$ cat src/rtl/id_ex_stage_reg.sv
// ID/EX pipeline register with load-use hazard detection and a saturating bubble counter.
// Latency: 1 cycle from ID inputs to ex_* outputs; id_stall is combinational (same cycle).
// Backpressure: ex_stall holds the EX bundle and raises id_stall; a flush overrides both and loads a bubble.
module id_ex_stage_reg #(
    parameter int DATA_W = 16,
    parameter int REG_AW = 3,
    parameter int ALU_FW = 3,
    parameter int CNT_W  = 16
) (
    input  logic              clk,
    input  logic              rst_n,
    input  logic              id_valid,
    input  logic              id_dmr,
    input  logic              id_dmw,
    input  logic              id_data_read,
    input  logic              id_data_write,
    input  logic [ALU_FW-1:0] id_alu_function,
    input  logic [REG_AW-1:0] id_rs1,
    input  logic [REG_AW-1:0] id_rs2,
    input  logic [REG_AW-1:0] id_rd,
    input  logic [DATA_W-1:0] id_rs1_val,
    input  logic [DATA_W-1:0] id_rs2_val,
    input  logic              flush,
    input  logic              ex_stall,
    output logic              ex_valid,
    output logic              ex_dmr,
    output logic              ex_dmw,
    output logic              ex_data_read,
    output logic              ex_data_write,
    output logic [ALU_FW-1:0] ex_alu_function,
    output logic [REG_AW-1:0] ex_rs1,
    output logic [REG_AW-1:0] ex_rs2,
    output logic [REG_AW-1:0] ex_rd,
    output logic [DATA_W-1:0] ex_rs1_val,
    output logic [DATA_W-1:0] ex_rs2_val,
    output logic              id_stall,
    output logic [CNT_W-1:0]  stall_count
);

    typedef struct packed {
        logic              valid;
        logic              dmr;
        logic              dmw;
        logic              data_read;
        logic              data_write;
        logic [ALU_FW-1:0] alu_function;
        logic [REG_AW-1:0] rs1;
        logic [REG_AW-1:0] rs2;
        logic [REG_AW-1:0] rd;
        logic [DATA_W-1:0] rs1_val;
        logic [DATA_W-1:0] rs2_val;
    } ex_bundle_t;

    ex_bundle_t       ex_q, ex_d;
    ex_bundle_t       id_pkt;
    logic [CNT_W-1:0] cnt_q, cnt_d;
    logic             hazard;

    // Build the incoming bundle; control fields are squashed for an empty ID slot
    // so a non-instruction can never trigger memory or register-file side effects.
    always_comb begin
        id_pkt              = '0;
        id_pkt.valid        = id_valid;
        id_pkt.dmr          = id_valid & id_dmr;
        id_pkt.dmw          = id_valid & id_dmw;
        id_pkt.data_read    = id_valid & id_data_read;
        id_pkt.data_write   = id_valid & id_data_write;
        id_pkt.alu_function = id_valid ? id_alu_function : '0;
        id_pkt.rs1          = id_rs1;
        id_pkt.rs2          = id_rs2;
        id_pkt.rd           = id_rd;
        id_pkt.rs1_val      = id_rs1_val;
        id_pkt.rs2_val      = id_rs2_val;
    end

    // Load-use detection: the load in EX has not produced data yet, so a dependent
    // instruction in ID must wait one cycle. Address-only compare, r0 included.
    always_comb begin
        hazard   = id_valid & id_data_read & ex_q.valid & ex_q.dmr & ex_q.data_write &
                   ((ex_q.rd == id_rs1) | (ex_q.rd == id_rs2));
        id_stall = ~flush & (ex_stall | hazard);
    end

    // Next-state selection: flush beats back-pressure, back-pressure beats the hazard bubble.
    always_comb begin
        ex_d  = id_pkt;
        cnt_d = cnt_q;
        if (flush) begin
            ex_d = '0;
        end else if (ex_stall) begin
            ex_d = ex_q;
        end else if (hazard) begin
            ex_d  = '0;
            cnt_d = (&cnt_q) ? cnt_q : cnt_q + CNT_W'(1);
        end
    end

    // Stage register with synchronous active-low reset; reset drops any held instruction.
    always_ff @(posedge clk) begin
        if (!rst_n) begin
            ex_q  <= '0;
            cnt_q <= '0;
        end else begin
            ex_q  <= ex_d;
            cnt_q <= cnt_d;
        end
    end

    assign ex_valid        = ex_q.valid;
    assign ex_dmr          = ex_q.dmr;
    assign ex_dmw          = ex_q.dmw;
    assign ex_data_read    = ex_q.data_read;
    assign ex_data_write   = ex_q.data_write;
    assign ex_alu_function = ex_q.alu_function;
    assign ex_rs1          = ex_q.rs1;
    assign ex_rs2          = ex_q.rs2;
    assign ex_rd           = ex_q.rd;
    assign ex_rs1_val      = ex_q.rs1_val;
    assign ex_rs2_val      = ex_q.rs2_val;
    assign stall_count     = cnt_q;

endmodule
$ cat config.mk
export PLATFORM = sky130hd
export DESIGN_NAME = id_ex_stage_reg
export DESIGN_NICKNAME = d
export VERILOG_FILES = /design/src/rtl/id_ex_stage_reg.sv
export SDC_FILE = /design/constraint.sdc
export NUM_CORES = 1
export LEC_CHECK = 0
export CELL_PAD_IN_SITES_DETAIL_PLACEMENT = 1
export CELL_PAD_IN_SITES_GLOBAL_PLACEMENT = 1
export CORE_AREA = 2 2 113 82
export DETAILED_ROUTE_END_ITERATION = 16
export DIE_AREA = 0 0 115 84
export HOLD_SLACK_MARGIN = 0.02
export PLACE_DENSITY = 0.92
export SLEW_MARGIN = 15
export SYNTH_ARGS = -nofsm -noshare
export SYNTH_HDL_FRONTEND = slang
export SYNTH_SLANG_ARGS = --single-unit
export TNS_END_PERCENT = 10
$ cat constraint.sdc
create_clock -name clk -period 3.2 [get_ports clk]
set_input_delay 0.48 -clock clk [delete_from_list [all_inputs] [get_ports clk]]
set_output_delay 0.48 -clock clk [all_outputs]
set_load 0.05 [all_outputs]
Word-level counts from Yosys, hierarchy flattened:

Cells that the tools add are included.

* register bits after elaboration: 65
* input port bits: 53
* logic and storage cells: 35

* equality and inequality tests: 2
* mux-type cells: 2
* reduce and logical (&&, ||, !) cells: 3
* bitwise gates (word level): 15
* add/sub/neg operators: 1

Operators by type and width (number)
* $mux 49: 1
* $add 16x1->16 const B: 1
* $reduce_and 16->1: 1
* $and 1x1->1: 9
* $eq 3x3->1: 2
* $not 1->1: 4
* $reduce_and 4->1: 1
* $mux 3: 1
* $or 1x1->1: 2
* $reduce_or 2->1: 1

Longest topological paths before layout:

Gate-level depths: netlist (run 1).

* depth after elaboration: 7
* depth in mapped cells: 7
* depth with buffers taken out: 5

Worst setup path after synthesis (run 1):

No wires, ideal clock.

* kind: reg-to-output
* start point: register ex_q, in the netlist ex_rd[1]
* end point: output id_stall
* path buffers: 1
* stages on the path, launching flop included: 6
* data arrival time: 2.291 ns
* slack: 0.429 ns
* required time: 2.720 ns
* cell sequence: dfxtp_1 > xor2_1 > nor3_2 > o21ai_1 > clkbuf_1 > a21oi_1

* word-level cells in the longest chain between the ends: 5

RTL lines
* start, declared: line 54 `ex_bundle_t ex_q, ex_d;`
* start signal, assigned: line 101 `ex_q <= '0;`
* start signal, assigned: line 104 `ex_q <= ex_d;`
* $eq 3x3->1: line 80 `((ex_q.rd == id_rs1) | (ex_q.rd == id_rs2));`
* $or 1x1->1 *: line 80
* $and 1x1->1 *: line 79 `hazard = id_valid & id_data_read & ex_q.valid & ex_q.dmr & ex_q.data_write &`
* $or 1x1->1 *: line 81 `id_stall = ~flush & (ex_stall | hazard);`
* $and 1x1->1 *: line 81
* end, declared: line 36 `output logic id_stall,`

Mark *: on every way between the ends. The rest lies on a longest branch, timed or not.

Worst setup path in the final report (run 1):

* start point: input id_rs1[1]
* end point: output id_stall

* word-level cells in the longest chain between the ends: 5

RTL lines
* start, declared: line 18 `input logic [REG_AW-1:0] id_rs1,`
* $eq 3x3->1: line 80
* $or 1x1->1: line 80
* $and 1x1->1: line 79
* $or 1x1->1: line 81
* $and 1x1->1: line 81

No other way between the ends.

==> impl_metrics.yaml, run 1 <==
worst_hold_path:
  hp-class: "reg -> reg"
global_route:
  grt_overflow: 0
  antenna_found_initial: 0
  grt_max_degree: 52
  grt.total_usage_pct: 19.44
  grt_pass1_wl_um: 14720
  grt_pass1_vias: 2893
timing:
  setup_viol: 0
  fin_crit_sh_pct: 79.29
  worst-slew-pin-transition_ps: 859.1
  rsz0062_at_grt: "false"
  slew_headroom_pct: 42.56
  tns_ps: 0
  hold_violations: 0
  final_max_slew_viol_count: 0
  fmax_ghz: 0.3941
  skew_ps: 5.234
  finalCriticalPeriod_ps: 2537
drt:
  via_count: 2841
  dr.pass1.iters: 4
  drc_errors: 0
  drtAntennaViolNets: 0
  routed_via_density: 5.242
  drt_iter0_markers: 139
  detail_route.wl_per_cell_um: 16.89
  routed_wl_um: 9157
clock_tree:
  cts_tree: "built"
  numCtsBuffers: 9
  clk_latency_ps: 330
  cts.hold.buffers_added: 0
  postCtsSetupBuffers: 0
  cts.clk_slew.worst_paths_ps: 50
  cts.sinks: 65
  clockBufferDepth: 2
  ctsResizeCount: 0
  root_buffer: "clkbuf_16"
  ctsHtreeMaxLevel: 3
power_and_ir_drop:
  peakVddDrop_v: 0.0003306
  power_w: 0.001962
  power_density_nw_per_um2: 465.7
  leakage_nw: 1.437
final_layout:
  area_growth_pct: 57.78
  final_common_cell: "clkdlybuf4s50_1"
  fillers: 1018
  layout_common_cells: "clkdlybuf4s50_1, dfxtp_1, a21oi_1, nand2_1, nand3_1"
  nets: 484
  antenna_cells: 0
  layout-drive-gt1-share_pct: 6.452
synthesis:
  synth_area_per_cell_um2: 8.292
  synth_area_leader_cell: "dfxtp_1"
  synth_seq_area_share_pct: 48.73
  synth-seq-cells: 65
  ys_types: 32
  ys_warn_count: 0
  syn-instance-count: 322
  synth.net_count: 376
  synth_area_um2: 2670
  synth_top_area_share_pct: 48.73
  ys_top_cells_by_area: "dfxtp_1, a21oi_1, nand3_1"
status:
  status: "completed"
floorplanning:
  fp-row-count: 29
  fp.dieW_um: 115
  die_y_um: 84
  io_pins: 119
  fp.coreArea_um2: 8708
  start_util_pct: 30.66
  dieArea_um2: 9660
placement:
  hpwlAfterDp_um: 6251
  portBuffers: 118
  place.gp.congestion: 0.7333
critical_path:
  end_kind: "output port"
  worst-path-max-fanout: 3
  critical_path_class: "in -> out"
  worstPathArrival_ps: 2060
  cp_data_required_time_ps: 2720
  worstSetupStartpointType: "primary input"
run:
  maxCapViolations: 0
==> sequential cells by signal, summed over array words and instances (netlist names) <==
signal	count
ex_rd	3
ex_rs1	3
ex_rs2	3
ex_rs1_val	16
ex_valid	1
ex_dmr	1
ex_rs2_val	16
ex_dmw	1
stall_count	16
ex_data_read	1
ex_data_write	1
ex_alu_function	3
==> worst max-delay path, cell delays in order <==
cell	delay, ps
clkdlybuf4s50_1	440
xor2_1	170
nor3_2	360
o21ai_4	100
a21oi_1	320
buf_12	180
==> report_power, final <==
part / switching, W / leakage, nW / internal, W / total [W]
sequential: 0.0000111 / 0.528 / 0.000829 / 0.000840
clock: 0.000332 / 0.135 / 0.000534 / 0.000866
combinational: 0.000144 / 0.774 / 0.000112 / 0.000255
total: 0.000487 / 1.44 / 0.00148 / 0.00196
==> cell type report <==
cell class / instances / area, um^2 / area share [%]
Clock buffer: 11 / 242.7 / 5.762
Tap cell: 108 / 135.1 / 3.208
Clock inverter: 4 / 20.02 / 0.4752
Timing Repair Buffer: 122 / 1229 / 29.17
Inverter: 4 / 15.01 / 0.3564
Sequential cell: 65 / 1301 / 30.89
Multi-Input combinational cell: 228 / 1270 / 30.15
==> cells in the mapped netlist <==
master,count
inv_1,3
buf_2,3
nor2_1,9
and4_4,1
and4_1,2
o31a_1,1
a32oi_1,6
o21a_1,1
clkinv_1,1
or3b_1,1
o31ai_1,12
and3_1,2
or4_1,12
nand3_1,47
a21oi_1,58
ha_1,1
o2111ai_2,1
or3_1,2
nor2b_2,1
a22oi_1,1
clkbuf_1,22
nor4_1,1
nor3_2,2
o211ai_2,1
xor2_1,6
nand2b_1,1
dfxtp_1,65
o21ai_1,4
nand4_1,4
nor2b_1,1
and2_1,2
nand2_1,48
==> final timing paths <==
check | from | endpoint | slack (ps) | cells past startpoint
hold reg to reg | ex_rs1[0]$_SDFFE_PP0N_ | ex_rs1[0]$_SDFFE_PP0N_ | 470 | 2
setup / recovery | id_rs1[1] | id_stall | 660 | 6
hold / removal | ex_rs1[0]$_SDFFE_PP0N_ | ex_rs1[0]$_SDFFE_PP0N_ | 470 | 2
setup reg to reg | ex_rd[1]$_SDFFE_PP0N_ | stall_count[2]$_SDFFE_PN0P_ | 1010 | 5
==> per-stage QoR <==
step	setup slack [ps]	area (um^2)	std cells	utilization, %	hold WS (ps)
after floorplan	429.4	2670	322	-	597.8
after global placement	530.2	3950	527	45.36	448.0
after detailed placement	429.2	3950	527	45.36	459.8
after CTS	646.5	4213	542	48.38	469.9
after global routing	562.3	4213	542	48.38	488.5
final	662.7	4213	542	48.38	466.7
==> kinds of logic after synthesis <==
group | count (synthesis) | share of synthesized area (%)
AOI/OAI and AO/OA | 85 | 18.88
xor gates and xnor gates | 6 | 1.968
adders and majority gates | 1 | 0.4685
buffers and inverters | 29 | 4.217
DFF | 65 | 48.73
and+or+nand+nor | 136 | 25.73
==> per-layer routing <==
layer,up-vias,GRT usage (%),part of all wire (%)
met5,-,0,0
met4,0,4.381,0.54
met3,4,6.754,5.3
met2,81,32.41,49
met1,1376,24.14,45
li1,1380,-,-
Power figures use the tool's default switching activity.
==> run 2, diff against run 1 <==
--- a/config.mk
+++ b/config.mk
@@ -7,11 +7,11 @@
 export LEC_CHECK = 0
 export CELL_PAD_IN_SITES_DETAIL_PLACEMENT = 1
 export CELL_PAD_IN_SITES_GLOBAL_PLACEMENT = 1
-export CORE_AREA = 2 2 113 82
+export CORE_AREA = 2 2 125 90
 export DETAILED_ROUTE_END_ITERATION = 16
-export DIE_AREA = 0 0 115 84
+export DIE_AREA = 0 0 127 92
 export HOLD_SLACK_MARGIN = 0.02
-export PLACE_DENSITY = 0.92
+export PLACE_DENSITY = 0.82
 export SLEW_MARGIN = 15
 export SYNTH_ARGS = -nofsm -noshare
 export SYNTH_HDL_FRONTEND = slang
==> constraint.sdc (replaced) <==
create_clock -name clk -period 2.3 [get_ports clk]
set_input_delay 0.345 -clock clk [delete_from_list [all_inputs] [get_ports clk]]
set_output_delay 0.345 -clock clk [all_outputs]
set_load 0.05 [all_outputs]
==> run 2 against run 1 <==
Against the previous run: clock power is 81% higher; first-iteration DRC count fell by 39%; setup slack worse by 520 ps; critical endpoint unchanged; critical path depth grew 1; largest power group unchanged; utilization down 6.7 points.
==> impl_metrics.yaml, run 2 (synthesized netlist as in run 1, its figures left out) <==
clock_tree:
  numCtsBuffers: 9
  cts.sinks: 65
  ctsHtreeMaxLevel: 3
  cts.hold.buffers_added: 0
  root_buffer: "clkbuf_16"
  ctsResizeCount: 0
  postCtsSetupBuffers: 0
  clk_latency_ps: 330
  clockBufferDepth: 2
  cts.clk_slew.worst_paths_ps: 50
  cts_tree: "built"
critical_path:
  critPathMaxStageDelay_ps: 470
  crit_chain: "clkdlybuf4s50_1 > xor2_1 > nor3_2 > buf_4 > o21ai_4 > a21oi_4 > buf_12"
  cp_data_required_time_ps: 1960
  worst-path-max-fanout: 3
  worstSetupStartpointType: "primary input"
  cp_slowest_cell: "clkdlybuf4s50_1"
  end_kind: "output port"
  cp_top_family: "buffers and inverters"
  critPathBufInv: 3
  critical_path_class: "in -> out"
  worstPathArrival_ps: 1810
timing:
  setup_viol: 0
  final_max_slew_viol_count: 0
  worst_slack_ps: 145.0
  rsz0062_at_grt: "false"
  slew_headroom_pct: 63.02
  hold_violations: 0
  finalCriticalPeriod_ps: 2155
  worst-slew-pin-transition_ps: 553.0
  fin_crit_sh_pct: 93.70
  skew_ps: 6.030
  fmax_ghz: 0.4640
status:
  status: "completed"
drt:
  routed_via_density: 4.919
  detail_route.wl_per_cell_um: 16.57
  routed_wl_um: 9660
  via_count: 2868
  dr.pass1.iters: 4
  drtAntennaViolNets: 0
  drc_errors: 0
  drt_iter0_markers: 85
final_layout:
  final_common_cell: "clkdlybuf4s50_1"
  area_growth_pct: 66.40
  antenna_cells: 0
  layout_common_cells: "clkdlybuf4s50_1, dfxtp_1, a21oi_1, nand2_1, nand3_1"
  nets: 496
  fillers: 1251
  layout-drive-gt1-share_pct: 9.620
floorplanning:
  dieArea_um2: 11680
  fp-row-count: 32
  die_y_um: 92
  start_util_pct: 25.07
  io_pins: 119
  fp.coreArea_um2: 10650
  fp.dieW_um: 127
placement:
  portBuffers: 118
  place.gp.congestion: 0.7281
  hpwlAfterDp_um: 6857
  pre_cts_ws_ps: -94.61
power_and_ir_drop:
  power_w: 0.003099
  peakVddDrop_v: 0.0003337
  leakage_nw: 1.541
  power_density_nw_per_um2: 697.6
global_route:
  grt_overflow: 0
  grt_pass1_wl_um: 15690
  antenna_found_initial: 0
  grt_pass1_vias: 3094
  grt_max_degree: 52
  grt.total_usage_pct: 17.06
run:
  maxCapViolations: 0
worst_hold_path:
  hp-class: "reg -> reg"
[run 2: power breakdown]
part           leakage [nW]  internal, W  switching (W)
sequential            0.528      0.00115      0.0000156
combinational         0.841     0.000161       0.000202
clock                 0.172      0.00108       0.000487
[run 2: final cells by class]
class | instances | area [um^2] | share of cell area [%]
clock buffers | 10 | 239.0 | 5.379
clock inverters | 6 | 105.1 | 2.366
inverters | 4 | 15.01 | 0.3379
multi-input cells | 228 | 1281 | 28.84
flip-flops and latches | 65 | 1301 | 29.29
well taps | 136 | 170.2 | 3.830
repair buffers | 134 | 1331 | 29.96
[run 2: routing by layer]
layer,track usage (%),wire length [um],vias to the layer above
met3,4.551,414,5
met4,4.945,68,0
met5,0,0,-
met1,19.62,4355,1400
li1,-,-,1400
met2,31.09,4822,63
[run 2: final timing paths]
path / from / to / slack [ps] / depth (start not counted)
max: id_rs2[1] / id_stall / 150 / 7
min: ex_rs1[2]$_SDFFE_PP0N_ / ex_rs1[2]$_SDFFE_PP0N_ / 460 / 2
max reg2reg: stall_count[0]$_SDFFE_PN0P_ / stall_count[15]$_SDFFE_PN0P_ / 370 / 6
min reg2reg: ex_rs1[2]$_SDFFE_PP0N_ / ex_rs1[2]$_SDFFE_PP0N_ / 460 / 2
[run 2: worst min-delay path, delay by kind of cell, from the launching register on]
family,cells,cell delay [ps]
flops,1,300
simple gates,1,60
compound gates,1,50
[run 2: stage by stage]
step	std cells	TNS [ps]	cell area, um^2	util (%)	hold slack (ps)
final	583	0	4443	41.72	463.1
after global routing	583	0	4443	41.72	478.8
after CTS	583	0	4443	41.72	468.0
after detailed placement	567	-317.1	4099	38.49	458.6
after global placement	567	-2.810	4099	38.49	445.1
after floorplan	322	0	2681	-	462.8
